==> src/rtl/ps2_cmd_interpreter.sv <==
// Decodes "SET <letter> <digits>" and "FIRE" command lines into channel registers, one digit per clock.
// Optional SIGNED_VAL_EN: accepts a leading '-' and commits two's-complement values with signed limits.
module ps2_cmd_interpreter #(
   parameter int                      LINE_CHARS = 32,
   parameter int                      NUM_CH     = 2,
   parameter int                      VAL_W      = 32,
   parameter int                      MAX_DIGITS = 5,
   parameter logic [8*NUM_CH-1:0]     CH_LETTERS = 16'h5641,
   parameter logic [VAL_W*NUM_CH-1:0] RESET_VALS = {32'd60, 32'd70}
) (
   input  logic                      clock,
   input  logic                      resetn,
   input  logic [8*LINE_CHARS-1:0]   input_line,
   input  logic                      line_ready,
   output logic [VAL_W*NUM_CH-1:0]   values,
   output logic [NUM_CH-1:0]         update,
   output logic                      fire,
   output logic                      busy,
   output logic                      err,
   output logic [1:0]                err_code,
   output logic                      overrun,
   output logic [1:0]                state_dbg
);

   localparam int IDX_W = $clog2(LINE_CHARS + MAX_DIGITS + 8);
   localparam int CNT_W = $clog2(MAX_DIGITS + 2);
   localparam int CH_W  = (NUM_CH > 1) ? $clog2(NUM_CH) : 1;
   localparam logic [CNT_W-1:0] MAXD    = CNT_W'(MAX_DIGITS);
   localparam logic [VAL_W+3:0] TEN     = (VAL_W+4)'(10);
   localparam logic [VAL_W+3:0] LIM_U   = (VAL_W+4)'({VAL_W{1'b1}});
   localparam logic [VAL_W+3:0] LIM_POS = (VAL_W+4)'({(VAL_W-1){1'b1}});
   localparam logic [VAL_W+3:0] LIM_NEG = LIM_POS + (VAL_W+4)'(1);

   typedef enum logic [1:0] {IDLE = 2'd0, HDR = 2'd1, DIG = 2'd2} state_t;

   state_t                  state;
   logic [8*LINE_CHARS-1:0] line_q;
   logic [IDX_W-1:0]        idx;
   logic [CNT_W-1:0]        cnt;
   logic [VAL_W-1:0]        acc;
   logic [CH_W-1:0]         ch_q;

   logic [31:0]             hdr4;
   logic [7:0]              c4, c5, cur;
   logic                    is_fire, is_set, hit, cur_digit, cur_term;
   logic [CH_W-1:0]         sel;
   logic [VAL_W+3:0]        prod, lim;
   logic [VAL_W-1:0]        commit;
`ifdef SIGNED_VAL_EN
   logic                    neg;
`endif

   // Positions past the end of the line read as NUL, which doubles as a terminator.
   function automatic logic [7:0] char_at(input logic [8*LINE_CHARS-1:0] l, input int k);
      if (k < 0 || k >= LINE_CHARS) return 8'h00;
      return l[8*(LINE_CHARS-k)-1 -: 8];
   endfunction

   assign busy      = (state != IDLE);
   assign state_dbg = state;

   always_comb begin
      hdr4      = {char_at(line_q, 0), char_at(line_q, 1), char_at(line_q, 2), char_at(line_q, 3)};
      c4        = char_at(line_q, 4);
      c5        = char_at(line_q, 5);
      is_fire   = (hdr4 == "FIRE") && (c4 == 8'h20 || c4 == 8'h00);
      is_set    = (hdr4 == "SET ") && (c5 == 8'h20);
      hit       = 1'b0;
      sel       = '0;
      // Descending scan so the lowest matching channel is the one left selected.
      for (int i = NUM_CH - 1; i >= 0; i--) begin
         if (CH_LETTERS[8*i +: 8] == c4) begin
            hit = 1'b1;
            sel = CH_W'(i);
         end
      end
      cur       = char_at(line_q, int'(idx));
      cur_digit = (cur >= 8'h30) && (cur <= 8'h39);
      cur_term  = (cur == 8'h20) || (cur == 8'h00);
      prod      = ({4'b0000, acc} * TEN) + (VAL_W+4)'(cur[3:0]);
`ifdef SIGNED_VAL_EN
      lim       = neg ? LIM_NEG : LIM_POS;
      commit    = neg ? (~acc + VAL_W'(1)) : acc;
`else
      lim       = LIM_U;
      commit    = acc;
`endif
   end

   always_ff @(posedge clock or negedge resetn) begin
      if (!resetn) begin
         state    <= IDLE;
         line_q   <= '0;
         idx      <= '0;
         cnt      <= '0;
         acc      <= '0;
         ch_q     <= '0;
`ifdef SIGNED_VAL_EN
         neg      <= 1'b0;
`endif
         values   <= RESET_VALS;
         update   <= '0;
         fire     <= 1'b0;
         err      <= 1'b0;
         err_code <= 2'd0;
         overrun  <= 1'b0;
      end else begin
         update  <= '0;
         fire    <= 1'b0;
         err     <= 1'b0;
         overrun <= line_ready && (state != IDLE);
         case (state)
            IDLE: begin
               if (line_ready) begin
                  line_q <= input_line;
                  state  <= HDR;
               end
            end
            HDR: begin
               state <= IDLE;
               if (is_fire) begin
                  fire <= 1'b1;
               end else if (is_set && hit) begin
                  ch_q  <= sel;
                  idx   <= IDX_W'(6);
                  cnt   <= '0;
                  acc   <= '0;
`ifdef SIGNED_VAL_EN
                  neg   <= 1'b0;
`endif
                  state <= DIG;
               end else begin
                  err      <= 1'b1;
                  err_code <= 2'd1;
               end
            end
            DIG: begin
               if (cur_digit && (cnt < MAXD)) begin
                  if (prod > lim) begin
                     err      <= 1'b1;
                     err_code <= 2'd3;
                     state    <= IDLE;
                  end else begin
                     acc <= prod[VAL_W-1:0];
                     cnt <= cnt + CNT_W'(1);
                     idx <= idx + IDX_W'(1);
                  end
               end
`ifdef SIGNED_VAL_EN
               else if ((cur == 8'h2D) && (idx == IDX_W'(6))) begin
                  neg <= 1'b1;
                  idx <= idx + IDX_W'(1);
               end
`endif
               else if (cur_term && (cnt != '0)) begin
                  for (int i = 0; i < NUM_CH; i++) begin
                     if (ch_q == CH_W'(i)) begin
                        values[VAL_W*i +: VAL_W] <= commit;
                        update[i]                <= 1'b1;
                     end
                  end
                  state <= IDLE;
               end else begin
                  err      <= 1'b1;
                  err_code <= 2'd2;
                  state    <= IDLE;
               end
            end
            default: state <= IDLE;
         endcase
      end
   end

endmodule

==> config.mk <==
export PLATFORM = sky130hd
export DESIGN_NAME = ps2_cmd_interpreter
export DESIGN_NICKNAME = d
export VERILOG_FILES = /design/src/rtl/ps2_cmd_interpreter.sv
export SDC_FILE = /design/constraint.sdc
export NUM_CORES = 1
export LEC_CHECK = 0
export ABC_CLOCK_PERIOD_IN_PS = 17930
export CORE_ASPECT_RATIO = 1.4
export CORE_UTILIZATION = 45
export CTS_CLUSTER_SIZE = 14
export DETAILED_ROUTE_END_ITERATION = 8
export PLACE_DENSITY = 0.7
export SYNTH_ARGS = -nofsm -noshare
export SYNTH_HDL_FRONTEND = slang
export SYNTH_SLANG_ARGS = --single-unit
export TNS_END_PERCENT = 50
==> constraint.sdc <==
create_clock -name clock -period 17.93 [get_ports clock]
set_input_delay 3.586 -clock clock [delete_from_list [all_inputs] [get_ports clock]]
set_output_delay 3.586 -clock clock [all_outputs]
set_load 0.02 [all_outputs]
# --- Word level (Yosys, flattened, before mapping) ---
# Index checks and enable logic that the tools add are counted.
totals:
  regBits: 371
  latchBits: 0
  ram_bits: 0
  mem_bits_ro: 0
  inputBits: 259
  out_inout_bits: 74
  word_cells: 113
  mem_count: 0
classes:
  addsub: 5
  multipliers: 1
  n_div: 0
  magnitude_cmp: 5
  n_eq_ne: 17
  n_shift: 1
  n_mux: 46
  n_bitwise: 3
  reduce_logical: 22
ops:
  columns: ["op", "count"]
  rows:
  - ["variable part select 263 x 11 -> 8 bit", 1]
  - ["two-way mux 32 bit", 4]
  - ["== test 32 x 31 -> 1 bit, second input constant", 2]
  - ["one-hot mux 32 bit (2 select lines)", 1]
  - ["adder 36 x 4 -> 36 bit", 1]
  - ["greater-than comparator 36 x 32 -> 1 bit, second input constant", 1]
  - ["multiplier 32 x 3 -> 35 bit, second input constant", 1]
  - ["two-way mux 2 bit", 13]
  - ["== test 8 x 6 -> 1 bit, second input constant", 3]
  - ["two-way mux 6 bit", 4]
  - ["== test 7 x 8 -> 1 bit, first input constant", 2]
  - ["logical NOT 8 bit", 2]
  - ["two-way mux 8 bit", 2]
  - ["two-way mux 1 bit", 13]
  - ["two-way mux 3 bit", 4]
  - ["inequality test 2 bit, second input constant", 6]
  - ["one-hot mux 6 bit (2 select lines)", 1]
  - ["subtractor 10 x 2 -> 11 bit, second input constant", 1]
  - ["AND reduction 5 bit", 2]
  - [">= comparator 8 x 6 -> 1 bit, second input constant", 1]
  - ["less-or-equal comparator 8 x 6 -> 1 bit, second input constant", 1]
  - ["AND reduction 4 bit", 2]
  - ["logical AND 1 bit", 7]
  - ["subtractor 6 x 6 -> 7 bit, first input constant", 1]
  - ["other kinds (18)", 24]

# --- Longest topological paths before layout ---
logic_depth:
  word_depth: 10
  depth_mapped: 28
  depth_no_buf: 20

# --- Least setup slack after synthesis ---
# Ideal clock, no wire load.
synth_path:
  kind: "register -> register"
  start: "register idx[0]"
  end: "register acc[10]"
  setup_time_ns: 0.130
  arrival_ns: 5.496
  t_required_ns: 17.800
  slack_ns: 12.305
  path_stages_with_launch: 27
  n_path_buf: 7
  period_less_slack_ns: 5.625
  path_cell_list: "dfrtp_1 -> buf_4 -> buf_6 -> buf_4 -> clkinv_1 -> ha_1 -> buf_2 -> clkbuf_1 -> mux4_2 -> mux2i_1 -> o32a_1 -> a31oi_1 -> or2_2 -> ha_1 -> fa_1 -> a21oi_1 -> nor2b_1 -> nand3_1 -> nor2_1 -> and3_1 -> nor3_1 -> nand4b_2 -> a2111o_1 -> and2_1 -> clkbuf_1 -> buf_2 -> o2bb2ai_1"
synth_between:
  elab_chain_cells: 9
  word_cells_on_any_way: 18
  cone_classes: "3 x add/sub; 4 x order compare; 2 x eq/ne; 1 x shift; 5 x mux; 3 x reduce/logical"
synth_lines:
  columns: ["element", "line_no", "text"]
  rows:
  - ["from (decl)", "38", "logic [IDX_W-1:0] idx;"]
  - ["from (signal assigned)", "146", "idx <= idx + IDX_W'(1);"]
  - ["subtractor 6 x 6 -> 7 bit", "56", "return l[8*(LINE_CHARS-k)-1 -: 8];"]
  - ["subtractor 10 x 2 -> 11 bit", "56", null]
  - ["variable part select 263 x 11 -> 8 bit", "56", null]
  - ["two-way mux 8 bit (*)", "56", null]
  - ["branches (longest 5 deep; another with adder 36 x 4 -> 36 bit)", null, null]
  - ["to (signal assigned)", "144", "acc <= prod[VAL_W-1:0];"]
  - ["to (decl)", "40", "logic [VAL_W-1:0] acc;"]
# Mark *: on every way between the ends. The select of a mux whose other input is x is not followed.
# A chain may end at the register's enable or synchronous reset.

# --- Final worst setup path ---
layout_path:
  start: "register idx[0]"
  end: "register acc[8]"
# Same word-level chain as after synthesis.

==> results.toml <==
[outcome]
status = "completed"

[worst_setup_path]
worstPathMaxFanout = 44
start_kind = "flop"
cp_data_required_time_ns = 18.35
cp.arrival_ns = 7.42
reg2reg_depth = 20
endpoint_kind = "flop"
path_class = "reg2reg"

[sta]
worst_slew_pin_slew_ns = 1.12
timing.final.crit_share_pct = 39.0
relSlewSlack_pct = 25.1
rsz0062_at_grt = "no"
clock.fmax_ghz = 0.143
slew_viol_final = 0
setup_viol = 0
hold_viol = 0
skew_ns = 0.0181
tns_ns = 0
period_minus_slack_ns = 7.00

[yosys]
ys_seq_area_share_pct = 47.7
synth_top_family_by_area = "multiplexers"
syn-num-nets = 1898
synth-adder-area-share_pct = 4.70
synth-simple-area-share_pct = 8.34
synthMuxAreaShare_pct = 26.0
syn_area_um2 = 19500
ys_ff_latch = 371
async_reset_ff_share_pct = 100
synth_compound_area_share_pct = 8.07
synthCells = 1567
ys_types = 82
yosysTopAreaCellShare_pct = 46.8
syn_area_per_cell_um2 = 12.4
synth-xor-area-share_pct = 2.61
synth.largest_area_cell = "dfrtp_1"
synth_edf_count = 0
yosys_most_used_dff = "dfrtp_1"
synth_warnings = 0
synth_top_cells_by_area = "dfrtp_1 (47%), mux2_2 (19%), mux4_2 (5.4%)"

[layout]
area_delta_synth_final_pct = 26.1
layout_common_cells = "dfrtp_1 (363), clkdlybuf4s50_1 (331), mux2_2 (326), nand2_1 (97), ha_1 (69)"
multi_input_area_um2 = 9740
final_cells = 2449
final_util_pct = 57.9
nets = 2200
regArea_um2 = 9300
mostFrequentLayoutCell = "dfrtp_1"
num-fill-cells = 3497
drive_gt1_share_pct = 25.6

[pwr]
leakage_nw = 10.3
power_density_nw_per_um2 = 116
power_mw = 2.84
irDropWorstVdd_uv = 106

[min_path]
hold_path_class = "reg2reg"
holdPathStages = 1

[cts]
post_cts_buffers = 0
clockRootBuffer = "clkbuf_16"
numCtsBuffers = 39
cts.htree.levels = 2
cts_num_sinks = 371
post_cts_resized = 0
path_clk_slew_ns = 0.06
clk_latency_ns = 0.54
cts_hold_buf = 0
cts_tree = "yes"
cts_buffer_depth = 3

[grt]
grt_pass1_vias = 14800
gr-total-overflow = 0
grt_antenna_before_repair = 10
grt_max_degree = 94
grt_util_all_layers_pct = 24.7
grt_pass1_wl_mm = 83.2

[routing]
vias = 13900
drtIter0Drc = 623
drt-pass1-iter-count = 5
route.antenna.remaining_nets = 0
via_per_inst = 5.69
drc_errors = 0
finalWirelength_mm = 53.4
wl_per_cell_um = 21.8

[die]
die_y_um = 248
start_util_pct = 45.9
die_x_um = 178
num_rows = 89
core_um2 = 42400
ioPinCount = 333
die_area_um2 = 44100

[place]
dpl.hpwl_mm = 40.7
port_buffers = 332
gp_congestion = 0.892
dp_cells = 2374

[job]
maxCapViolCount = 0
## cell usage after synthesis, types with 9 or more instances
cell / n
and3_1: 9
nand3_1: 29
nor2_1: 61
nand2_1: 98
dfrtp_1: 364
buf_2: 16
o21ai_1: 15
nor3_1: 33
clkbuf_1: 54
mux2i_1: 34
buf_4: 10
a211oi_1: 9
and2_1: 10
o211ai_1: 10
o21ai_0: 30
o2bb2ai_1: 24
nand4_1: 18
a21oi_1: 64
xnor2_1: 36
inv_1: 25
mux2_2: 326
mux4_2: 47
ha_1: 70
xor2_1: 14
## metal layers
metal | share of wire [%] | vias to the layer above | global-route usage, %
li1 | - | 6436 | -
met1 | 35 | 6968 | 26.2
met2 | 55 | 386 | 46.2
met3 | 5.7 | 120 | 5.83
met4 | 4.1 | 14 | 10.7
met5 | 0.17 | - | 0
## critical path: stages, from the launching register on
cell	delay, ns
dfrtp_4	0.68
clkinv_1	0.41
ha_4	0.73
buf_4	0.60
mux4_2	0.40
mux2i_1	0.22
o32a_1	0.19
a31oi_1	0.12
or2_2	0.32
ha_1	0.21
fa_1	0.41
a21oi_1	0.20
nor2b_1	0.10
nand3_1	0.14
nor2_1	0.08
and3_1	0.24
nor3_1	0.20
nand4b_2	0.19
a2111o_1	0.48
and2_1	0.53
a32o_1	0.39
## layout make-up
| class | count | area share, % |
|---|---|---|
| Inverter | 27 | 0.412 |
| Clock inverter | 20 | 0.845 |
| Sequential cell | 371 | 37.8 |
| Timing Repair Buffer | 345 | 13.9 |
| Antenna cell | 4 | 0.0407 |
| Multi-Input combinational cell | 1085 | 39.6 |
| Clock buffer | 51 | 4.53 |
| Tap cell | 546 | 2.78 |
## stage by stage
step,worst slack [ns],area [um^2],hold slack [ns]
floorplan,12.30,19500,0.468
global placement,11.06,23200,0.480
detailed placement,10.85,23200,0.489
CTS,10.83,24600,0.503
global route,10.42,24600,0.518
finish,10.93,24600,0.501
## final timing paths
path,start,to,slack (ns)
min in group asynchronous,resetn,line_q[94],3.06
worst max-delay path,idx[0],acc[8],10.93
max in group asynchronous,resetn,line_q[126],12.45
worst max register to register,idx[0],acc[8],10.93
worst min-delay path,values[12],values[12],0.50
worst min register to register,values[12],values[12],0.50
## state kept, by name (all words and copies together) (netlist names), 2 cells and up
name       flops
line_q       256
values        64
acc           32
idx            6
cnt            3
err_code       2
state_dbg      2
update         2
## cell families after synthesis
group	after synthesis
multiplexers	407
flip-flops	371
AND/OR/NAND/NOR	321
AO/OA/AOI/OAI	232
buffers and inverters	111
adder cells (fa/ha/maj)	72
XOR/XNOR	53
## where the power goes
group	leakage, nW	switching (mW)	internal [mW]
Combinational	5.10	0.258	0.434
Sequential	4.55	0.190	1.14
Clock	0.658	0.341	0.484
No activity file was read; power rests on OpenSTA's default activity.
